<file path="src/rtl/lcd_ctrl_pkg.sv">
// ============================================================================
// lcd_ctrl_pkg : opcodes, controller states and window address helper
// Rev 1.0
// ============================================================================
`default_nettype none

package lcd_ctrl_pkg;

  typedef enum logic [3:0] {
    CMD_WRITE  = 4'h0,
    CMD_UP     = 4'h1,
    CMD_DOWN   = 4'h2,
    CMD_LEFT   = 4'h3,
    CMD_RIGHT  = 4'h4,
    CMD_MAX    = 4'h5,
    CMD_MIN    = 4'h6,
    CMD_AVG    = 4'h7,
    CMD_CCW    = 4'h8,
    CMD_CW     = 4'h9,
    CMD_MIRX   = 4'hA,
    CMD_MIRY   = 4'hB,
    CMD_RELOAD = 4'hC
  } cmd_e;

  typedef enum logic [1:0] {
    ST_LOAD  = 2'd0,
    ST_READY = 2'd1,
    ST_EXEC  = 2'd2,
    ST_WRITE = 2'd3
  } state_e;

  function automatic int win_idx(input int x, input int y, input int w);
    return y * w + x;
  endfunction

endpackage

`default_nettype wire

</file>
<file path="src/rtl/lcd_win_alu.sv">
// ============================================================================
// lcd_win_alu : combinational 2x2 window operator (max/min/avg/rotate/mirror)
// Rev 1.0
// ============================================================================
`default_nettype none

module lcd_win_alu
  import lcd_ctrl_pkg::*;
#(
  parameter int PIX_W = 8
) (
  input  logic [3:0]       op_i,
  input  logic [PIX_W-1:0] tl_i,
  input  logic [PIX_W-1:0] tr_i,
  input  logic [PIX_W-1:0] bl_i,
  input  logic [PIX_W-1:0] br_i,
  output logic [PIX_W-1:0] tl_o,
  output logic [PIX_W-1:0] tr_o,
  output logic [PIX_W-1:0] bl_o,
  output logic [PIX_W-1:0] br_o
);

  logic [PIX_W-1:0] w_max_t, w_max_b, w_max;
  logic [PIX_W-1:0] w_min_t, w_min_b, w_min;
  logic [PIX_W+1:0] w_sum;
  logic [PIX_W-1:0] w_avg;

  assign w_max_t = (tl_i > tr_i) ? tl_i : tr_i;
  assign w_max_b = (bl_i > br_i) ? bl_i : br_i;
  assign w_max   = (w_max_t > w_max_b) ? w_max_t : w_max_b;
  assign w_min_t = (tl_i < tr_i) ? tl_i : tr_i;
  assign w_min_b = (bl_i < br_i) ? bl_i : br_i;
  assign w_min   = (w_min_t < w_min_b) ? w_min_t : w_min_b;

  // Two guard bits make the four-pixel sum exact before the floor divide.
  assign w_sum = {2'b00, tl_i} + {2'b00, tr_i} + {2'b00, bl_i} + {2'b00, br_i};
  assign w_avg = w_sum[PIX_W+1:2];

  always_comb begin
    tl_o = tl_i;
    tr_o = tr_i;
    bl_o = bl_i;
    br_o = br_i;
    case (op_i)
      CMD_MAX: begin
        tl_o = w_max; tr_o = w_max; bl_o = w_max; br_o = w_max;
      end
      CMD_MIN: begin
        tl_o = w_min; tr_o = w_min; bl_o = w_min; br_o = w_min;
      end
      CMD_AVG: begin
        tl_o = w_avg; tr_o = w_avg; bl_o = w_avg; br_o = w_avg;
      end
      CMD_CCW: begin
        tl_o = tr_i; tr_o = br_i; br_o = bl_i; bl_o = tl_i;
      end
      CMD_CW: begin
        tl_o = bl_i; bl_o = br_i; br_o = tr_i; tr_o = tl_i;
      end
      CMD_MIRX: begin
        tl_o = bl_i; bl_o = tl_i; tr_o = br_i; br_o = tr_i;
      end
      CMD_MIRY: begin
        tl_o = tr_i; tr_o = tl_i; bl_o = br_i; br_o = bl_i;
      end
      default: ;
    endcase
  end

endmodule

`default_nettype wire

</file>
<file path="src/rtl/lcd_ctrl_param.sv">
// ============================================================================
// lcd_ctrl_param : parametrised image buffer with 2x2 window commands
// Rev 1.0 ; define LCD_CTRL_WRAP_EN for wrapping origin shifts
// ============================================================================
`default_nettype none

module lcd_ctrl_param
  import lcd_ctrl_pkg::*;
#(
  parameter int IMG_W  = 8,
  parameter int IMG_H  = 8,
  parameter int PIX_W  = 8,
  parameter int ADDR_W = $clog2(IMG_W * IMG_H)
) (
  input  logic              clk,
  input  logic              reset_n,
  input  logic [3:0]        cmd,
  input  logic              cmd_valid,
  input  logic [PIX_W-1:0]  IROM_Q,
  output logic              IROM_rd,
  output logic [ADDR_W-1:0] IROM_A,
  output logic              IRAM_valid,
  output logic [PIX_W-1:0]  IRAM_D,
  output logic [ADDR_W-1:0] IRAM_A,
  output logic              busy,
  output logic              done
);

  localparam int NPIX = IMG_W * IMG_H;
  localparam int XW   = $clog2(IMG_W);
  localparam int YW   = $clog2(IMG_H);
  localparam logic [ADDR_W-1:0] LAST_ADDR = ADDR_W'(NPIX - 1);
  localparam logic [XW-1:0] X_MIN = XW'(1);
  localparam logic [XW-1:0] X_MAX = XW'(IMG_W - 1);
  localparam logic [YW-1:0] Y_MIN = YW'(1);
  localparam logic [YW-1:0] Y_MAX = YW'(IMG_H - 1);

  state_e state_q, state_d;

  logic [PIX_W-1:0]  mem_q [NPIX];
  logic              rd_q, rd_d;
  logic [ADDR_W-1:0] rom_a_q, rom_a_d;
  logic              busy_q, busy_d;
  logic              ram_v_q, ram_v_d;
  logic [ADDR_W-1:0] ram_a_q, ram_a_d;
  logic [PIX_W-1:0]  ram_d_q, ram_d_d;
  logic              done_q, done_d;
  logic [3:0]        cmd_q, cmd_d;
  logic [XW-1:0]     ox_q, ox_d;
  logic [YW-1:0]     oy_q, oy_d;

  logic              w_accept;
  logic [ADDR_W-1:0] w_tl_a, w_tr_a, w_bl_a, w_br_a;
  logic [PIX_W-1:0]  w_tl_n, w_tr_n, w_bl_n, w_br_n;

  assign w_accept = (state_q == ST_READY) && cmd_valid && !busy_q;

  assign w_tl_a = ADDR_W'(win_idx(int'(ox_q) - 1, int'(oy_q) - 1, IMG_W));
  assign w_tr_a = ADDR_W'(win_idx(int'(ox_q),     int'(oy_q) - 1, IMG_W));
  assign w_bl_a = ADDR_W'(win_idx(int'(ox_q) - 1, int'(oy_q),     IMG_W));
  assign w_br_a = ADDR_W'(win_idx(int'(ox_q),     int'(oy_q),     IMG_W));

  lcd_win_alu #(.PIX_W(PIX_W)) u_alu (
    .op_i (cmd_q),
    .tl_i (mem_q[w_tl_a]),
    .tr_i (mem_q[w_tr_a]),
    .bl_i (mem_q[w_bl_a]),
    .br_i (mem_q[w_br_a]),
    .tl_o (w_tl_n),
    .tr_o (w_tr_n),
    .bl_o (w_bl_n),
    .br_o (w_br_n)
  );

  always_ff @(posedge clk or negedge reset_n) begin
    if (!reset_n) state_q <= ST_LOAD;
    else          state_q <= state_d;
  end

  always_comb begin
    state_d = state_q;
    case (state_q)
      ST_LOAD:  if (rd_q && rom_a_q == LAST_ADDR) state_d = ST_READY;
      ST_READY: begin
        if (w_accept) begin
          if (cmd == CMD_WRITE)       state_d = ST_WRITE;
          else if (cmd == CMD_RELOAD) state_d = ST_LOAD;
          else                        state_d = ST_EXEC;
        end
      end
      ST_EXEC:  state_d = ST_READY;
      ST_WRITE: if (ram_a_q == LAST_ADDR) state_d = ST_READY;
      default:  state_d = ST_LOAD;
    endcase
  end

  always_comb begin
    rd_d    = rd_q;
    rom_a_d = rom_a_q;
    busy_d  = busy_q;
    ram_v_d = 1'b0;
    ram_a_d = ram_a_q;
    ram_d_d = ram_d_q;
    done_d  = 1'b0;
    cmd_d   = cmd_q;
    ox_d    = ox_q;
    oy_d    = oy_q;
    case (state_q)
      ST_LOAD: begin
        busy_d = 1'b1;
        // rd_q is low only on the first cycle after reset release
        if (!rd_q) begin
          rd_d = 1'b1;
        end else if (rom_a_q == LAST_ADDR) begin
          rd_d    = 1'b0;
          rom_a_d = '0;
          busy_d  = 1'b0;
        end else begin
          rom_a_d = rom_a_q + 1'b1;
        end
      end
      ST_READY: begin
        if (w_accept) begin
          busy_d = 1'b1;
          cmd_d  = cmd;
          if (cmd == CMD_WRITE) begin
            ram_v_d = 1'b1;
            ram_a_d = '0;
            ram_d_d = mem_q[0];
          end else if (cmd == CMD_RELOAD) begin
            rd_d    = 1'b1;
            rom_a_d = '0;
          end
        end
      end
      ST_EXEC: begin
        busy_d = 1'b0;
        case (cmd_q)
`ifdef LCD_CTRL_WRAP_EN
          CMD_UP:    oy_d = (oy_q == Y_MIN) ? Y_MAX : oy_q - 1'b1;
          CMD_DOWN:  oy_d = (oy_q == Y_MAX) ? Y_MIN : oy_q + 1'b1;
          CMD_LEFT:  ox_d = (ox_q == X_MIN) ? X_MAX : ox_q - 1'b1;
          CMD_RIGHT: ox_d = (ox_q == X_MAX) ? X_MIN : ox_q + 1'b1;
`else
          CMD_UP:    if (oy_q != Y_MIN) oy_d = oy_q - 1'b1;
          CMD_DOWN:  if (oy_q != Y_MAX) oy_d = oy_q + 1'b1;
          CMD_LEFT:  if (ox_q != X_MIN) ox_d = ox_q - 1'b1;
          CMD_RIGHT: if (ox_q != X_MAX) ox_d = ox_q + 1'b1;
`endif
          default: ;
        endcase
      end
      ST_WRITE: begin
        if (ram_a_q == LAST_ADDR) begin
          done_d = 1'b1;
          busy_d = 1'b0;
        end else begin
          ram_v_d = 1'b1;
          ram_a_d = ram_a_q + 1'b1;
          ram_d_d = mem_q[ram_a_q + 1'b1];
        end
      end
      default: ;
    endcase
  end

  always_ff @(posedge clk or negedge reset_n) begin
    if (!reset_n) begin
      rd_q    <= 1'b0;
      rom_a_q <= '0;
      busy_q  <= 1'b1;
      ram_v_q <= 1'b0;
      ram_a_q <= '0;
      ram_d_q <= '0;
      done_q  <= 1'b0;
      cmd_q   <= '0;
      ox_q    <= XW'(IMG_W / 2);
      oy_q    <= YW'(IMG_H / 2);
    end else begin
      rd_q    <= rd_d;
      rom_a_q <= rom_a_d;
      busy_q  <= busy_d;
      ram_v_q <= ram_v_d;
      ram_a_q <= ram_a_d;
      ram_d_q <= ram_d_d;
      done_q  <= done_d;
      cmd_q   <= cmd_d;
      ox_q    <= ox_d;
      oy_q    <= oy_d;
    end
  end

  // Non-window opcodes leave the ALU in pass-through, so EXEC always writes back.
  always_ff @(posedge clk) begin
    if (state_q == ST_LOAD && rd_q) begin
      mem_q[rom_a_q] <= IROM_Q;
    end
    if (state_q == ST_EXEC) begin
      mem_q[w_tl_a] <= w_tl_n;
      mem_q[w_tr_a] <= w_tr_n;
      mem_q[w_bl_a] <= w_bl_n;
      mem_q[w_br_a] <= w_br_n;
    end
  end

  assign IROM_rd    = rd_q;
  assign IROM_A     = rom_a_q;
  assign IRAM_valid = ram_v_q;
  assign IRAM_D     = ram_d_q;
  assign IRAM_A     = ram_a_q;
  assign busy       = busy_q;
  assign done       = done_q;

endmodule

`default_nettype wire
</file>
<file path="config.mk">
export PLATFORM = sky130hd
export DESIGN_NAME = lcd_ctrl_param
export DESIGN_NICKNAME = d
export VERILOG_FILES = /design/src/rtl/lcd_ctrl_pkg.sv /design/src/rtl/lcd_win_alu.sv /design/src/rtl/lcd_ctrl_param.sv
export SDC_FILE = /design/constraint.sdc
export NUM_CORES = 2
export LEC_CHECK = 0
export CORE_ASPECT_RATIO = 0.75
export CORE_MARGIN = 1
export CORE_UTILIZATION = 40
export DETAILED_ROUTE_END_ITERATION = 10
export SYNTH_ARGS = -nofsm -noshare
export SYNTH_HDL_FRONTEND = slang
export SYNTH_HIERARCHICAL = 1
export SYNTH_SLANG_ARGS = --single-unit
</file>
<file path="constraint.sdc">
create_clock -name clk -period 8.2 [get_ports clk]
set_input_delay 1.64 -clock clk [delete_from_list [all_inputs] [get_ports clk]]
set_output_delay 1.64 -clock clk [all_outputs]
set_load 0.02 [all_outputs]
</file>
==> summary.md <==
| Metric | Value |
|---|---|
| Status | `finished clean` |
| Fin. Hold Viols | `0` |
| Top cells by area, synth | `edfxtp_1 (30%), mux4_2 (18%), mux2i_1 (8.1%)` |
| Period Utilization, post-route | `97.17%` |
| 1st-iter DRT viols | `between 9000 and 10000` |
| Met2 Wirelength | `109.6 mm` |
| CTS Buf Count | `69` |
| Vias | `53570` |
| Worst-skew pair later-pin latency | `750 ps` |
| Initial DRT Pass Iterations | `10` |
| Data arrival time of the worst path | `between 8000 and 9000 ps` |
| Fin Setup TNS | `0 ps` |
| Number of max-cap violations | `0` |
| Final wirelength | `283.1 mm` |
| Post-synth EDFFs | `512` |
| HP Start | `IRAM_D[6]` |
| First-pass GRT wire length | `385.6 mm` |
| Most common library cells after synthesis | `nor2_1 (964), nand2_1 (693), a21oi_1 (560)` |
| Setup Crit Path Kind | `register to register` |
| Share of the synthesized area in the top cell type | `29.60%` |
| Hold Path Class | `register to register` |
| Clock Path Buffers | `3` |
| R2R cell count | `32` |
| Die Y | `314.1 microns` |
| Layout net count | `5671` |
| IO Port Bufs | `38` |
| Fraction of registers with async set/reset | `under 10%` |
| Clock Sinks | `548` |
| CTS clk-pin slew, worst paths | `70 ps` |
| Initial cell density of the core | `between 40 and 50%` |
| Slowest-stage cell, CP | `or4_1` |
| CP max FO | `36` |
| DRC | `0` |
| Fin util | `roughly 47%` |
| Number of cells after detailed placement | `7233` |
| Mean Syn Cell Area | `9.250 sq um` |
| Worst flop-to-flop path endpoint | `mem_q[29][5]` |
| WL met3 | `47.84 mm` |
| Synth cell types | `around 100` |
| Req. time, crit path | `8620 ps` |
| Synthesized cell area | `between 50000 and 60000 sq um` |
| Endpoint, Worst Hold | `IRAM_D[6]` |
| Dpl hpwl | `202.2 mm` |
| Post-Syn Nets | `around 5700` |
| CTS root buf | `clkbuf_16` |
| Filler cells | `~12000` |
| Initial antenna violation count | `15` |
| Routability cong. | `1.052` |
| # setup viols final | `0` |
| Fmax | `between 0.1 and 0.15 GHz` |
| Reg2Reg Setup Slack | `230 ps` |
| Die area | `131300 sq um` |
| CP Capture Type | `register` |
| Synth area leader | `edfxtp_1` |
| Area Growth Syn to Fin | `15.65%` |
| Remaining antenna violation count after routing | `0` |
| Seq/Total Area, Yosys | `31.34%` |
| Ys Warns | `6` |
| Layout cell share with drive strength beyond 1 | `21.01%` |
| Highest layer used for signal routing | `met5` |
| Largest net degree at the start of global routing | `125` |
| Worst-Margin Slew | `1300 ps` |
| Final slew viol count | `0` |
| Core outline area | `between 100000 and 150000 sq um` |
| Htree depth | `3` |
| GRT Total Usage | `41.75%` |
| Tmin final | `about 8000 ps` |
| Hold Path Stages | `2` |
| Post-route insts no fill | `7395` |
| IO Count | `39` |
| Detailed-route wire length per cell | `38.28 microns` |
| TritonCTS clock tree | `done` |
| GRT overflow | `0` |
| Post-synth top flop | `edfxtp_1` |
| Worst slew margin | `about an eighth` |
| Vias per std cell | `7.244` |
| Number of global-route vias before repair | `47280` |
| Die W | `418.1 microns` |
| WL met1 | `108.7 mm` |
| Synth Register Bits | `approximately 550` |
| Clock skew | `66.84 ps` |
| Rows | `114` |
| Count leader, synth | `nor2_1` |
| Cell count after synthesis | `around 5600` |
| Max incr delay on CP | `730 ps` |
| Worst reg2reg path startpoint | `ox_q[1]` |
| Critical Path Source Type | `register` |
-- layout by cell type (no fill, tap or decap), types with 26 or more instances in the layout --
cell type        netlist  final
nor2_1               964    959
nand2_1              693    691
a21oi_1              560    559
edfxtp_1             512    512
mux4_2               413    413
mux2i_1              419    393
buf_4                 22    352
a31oi_1              275    275
o211ai_1             136    136
a211o_1              133    133
buf_12                 0    111
nand3_1              106    106
clkbuf_16              0     76
o2111ai_1             59     59
ha_1                  59     57
o22ai_1               54     54
o21ai_0               50     49
inv_1                 41     41
nand4_1               41     41
nor3_1                52     37
clkdlybuf4s50_1        0     37
dfrtp_1               33     30
nor3_2                17     26
-- through the flow --
stage          setup slack [ps]  area [sq um]  hold WS (ps)
2_1_floorplan             51.39         51950         568.7
3_3_place_gp              16.99         57330         451.0
3_5_place_dp             -6.290         57330         461.8
4_1_cts                   25.01         59600         481.5
5_1_grt                  -13.63         60040         500.8
6_report                  231.8         60070         480.3
-- how the worst max path moves through the flow --
| stage | start | to | slack (ps) | cells after the start |
|---|---|---|---|---|
| finish | ox_q[1] | mem_q[29][5] | 230 | 32 |
| floorplan | oy_q[1] | mem_q[5][6] | 50 | 31 |
| global placement | ox_q[0] | mem_q[43][1] | 20 | 32 |
| detailed placement | ox_q[0] | mem_q[18][6] | -6 | 29 |
| global route | ox_q[1] | mem_q[29][5] | -10 | 32 |
| CTS | ox_q[0] | mem_q[43][1] | 30 | 32 |
-- metal layers --
| layer | global-route usage [%] | up-vias |
|---|---|---|
| met3 | 16.90 | 879 |
| met5 | 0.5409 | - |
| met2 | 55.69 | 5081 |
| li1 | - | 21360 |
| met4 | 19.39 | 23 |
| met1 | 58.22 | 26230 |
-- worst max-delay path, delay by kind of cell (launching register included) --
kind	cells	cell delay [ps]
muxes	4	1270
DFF	1	540
and+or+nand+nor	10	2230
buffers and inverters	7	1320
AOI/OAI and AO/OA	7	1160
adders and majority gates	3	860
xor gates and xnor gates	1	190
-- timing repair --
item                                    CTS  global route
endpoints found under the setup margin    0           512
buffers inserted                          0            21
gates resized for setup                   0            37
hold buffers                              0             0
-- cell families after synthesis --
family,count (synthesis),share of synthesized area (%)
flip-flops,548,31.34
XOR/XNOR,33,0.6432
adder cells (fa/ha/maj),68,1.768
multiplexers,857,26.57
buffers and inverters,654,5.254
AO/OA/AOI/OAI,1433,17.99
AND/OR/NAND/NOR,2022,16.43
-- sequential cells by signal, summed over array words and instances, names as in the netlist --
| register | flops |
|---|---|
| busy | 1 |
| IROM_A | 6 |
| cmd_q | 4 |
| oy_q | 3 |
| ox_q | 3 |
| done | 1 |
| mem_q | 512 |
| IRAM_A | 6 |
| IRAM_D | 8 |
| IRAM_valid | 1 |
| state_q | 2 |
| IROM_rd | 1 |
-- area by class of cell --
| type | count | area (sq um) | area share, % |
|---|---|---|---|
| Clock buffer | 99 | 1984 | 3.304 |
| Sequential cell | 548 | 16290 | 27.12 |
| Inverter | 45 | 172.7 | 0.2875 |
| Clock inverter | 28 | 286.5 | 0.4770 |
| Tap cell | 1740 | 2177 | 3.624 |
| Timing Repair Buffer | 511 | 5443 | 9.061 |
| Multi-Input combinational cell | 4413 | 33680 | 56.08 |
| Antenna cell | 11 | 27.53 | 0.04583 |
Power is left out: the tool's default activity adds up to more than one toggle a clock period on the data nets, which glitch-free logic cannot reach.
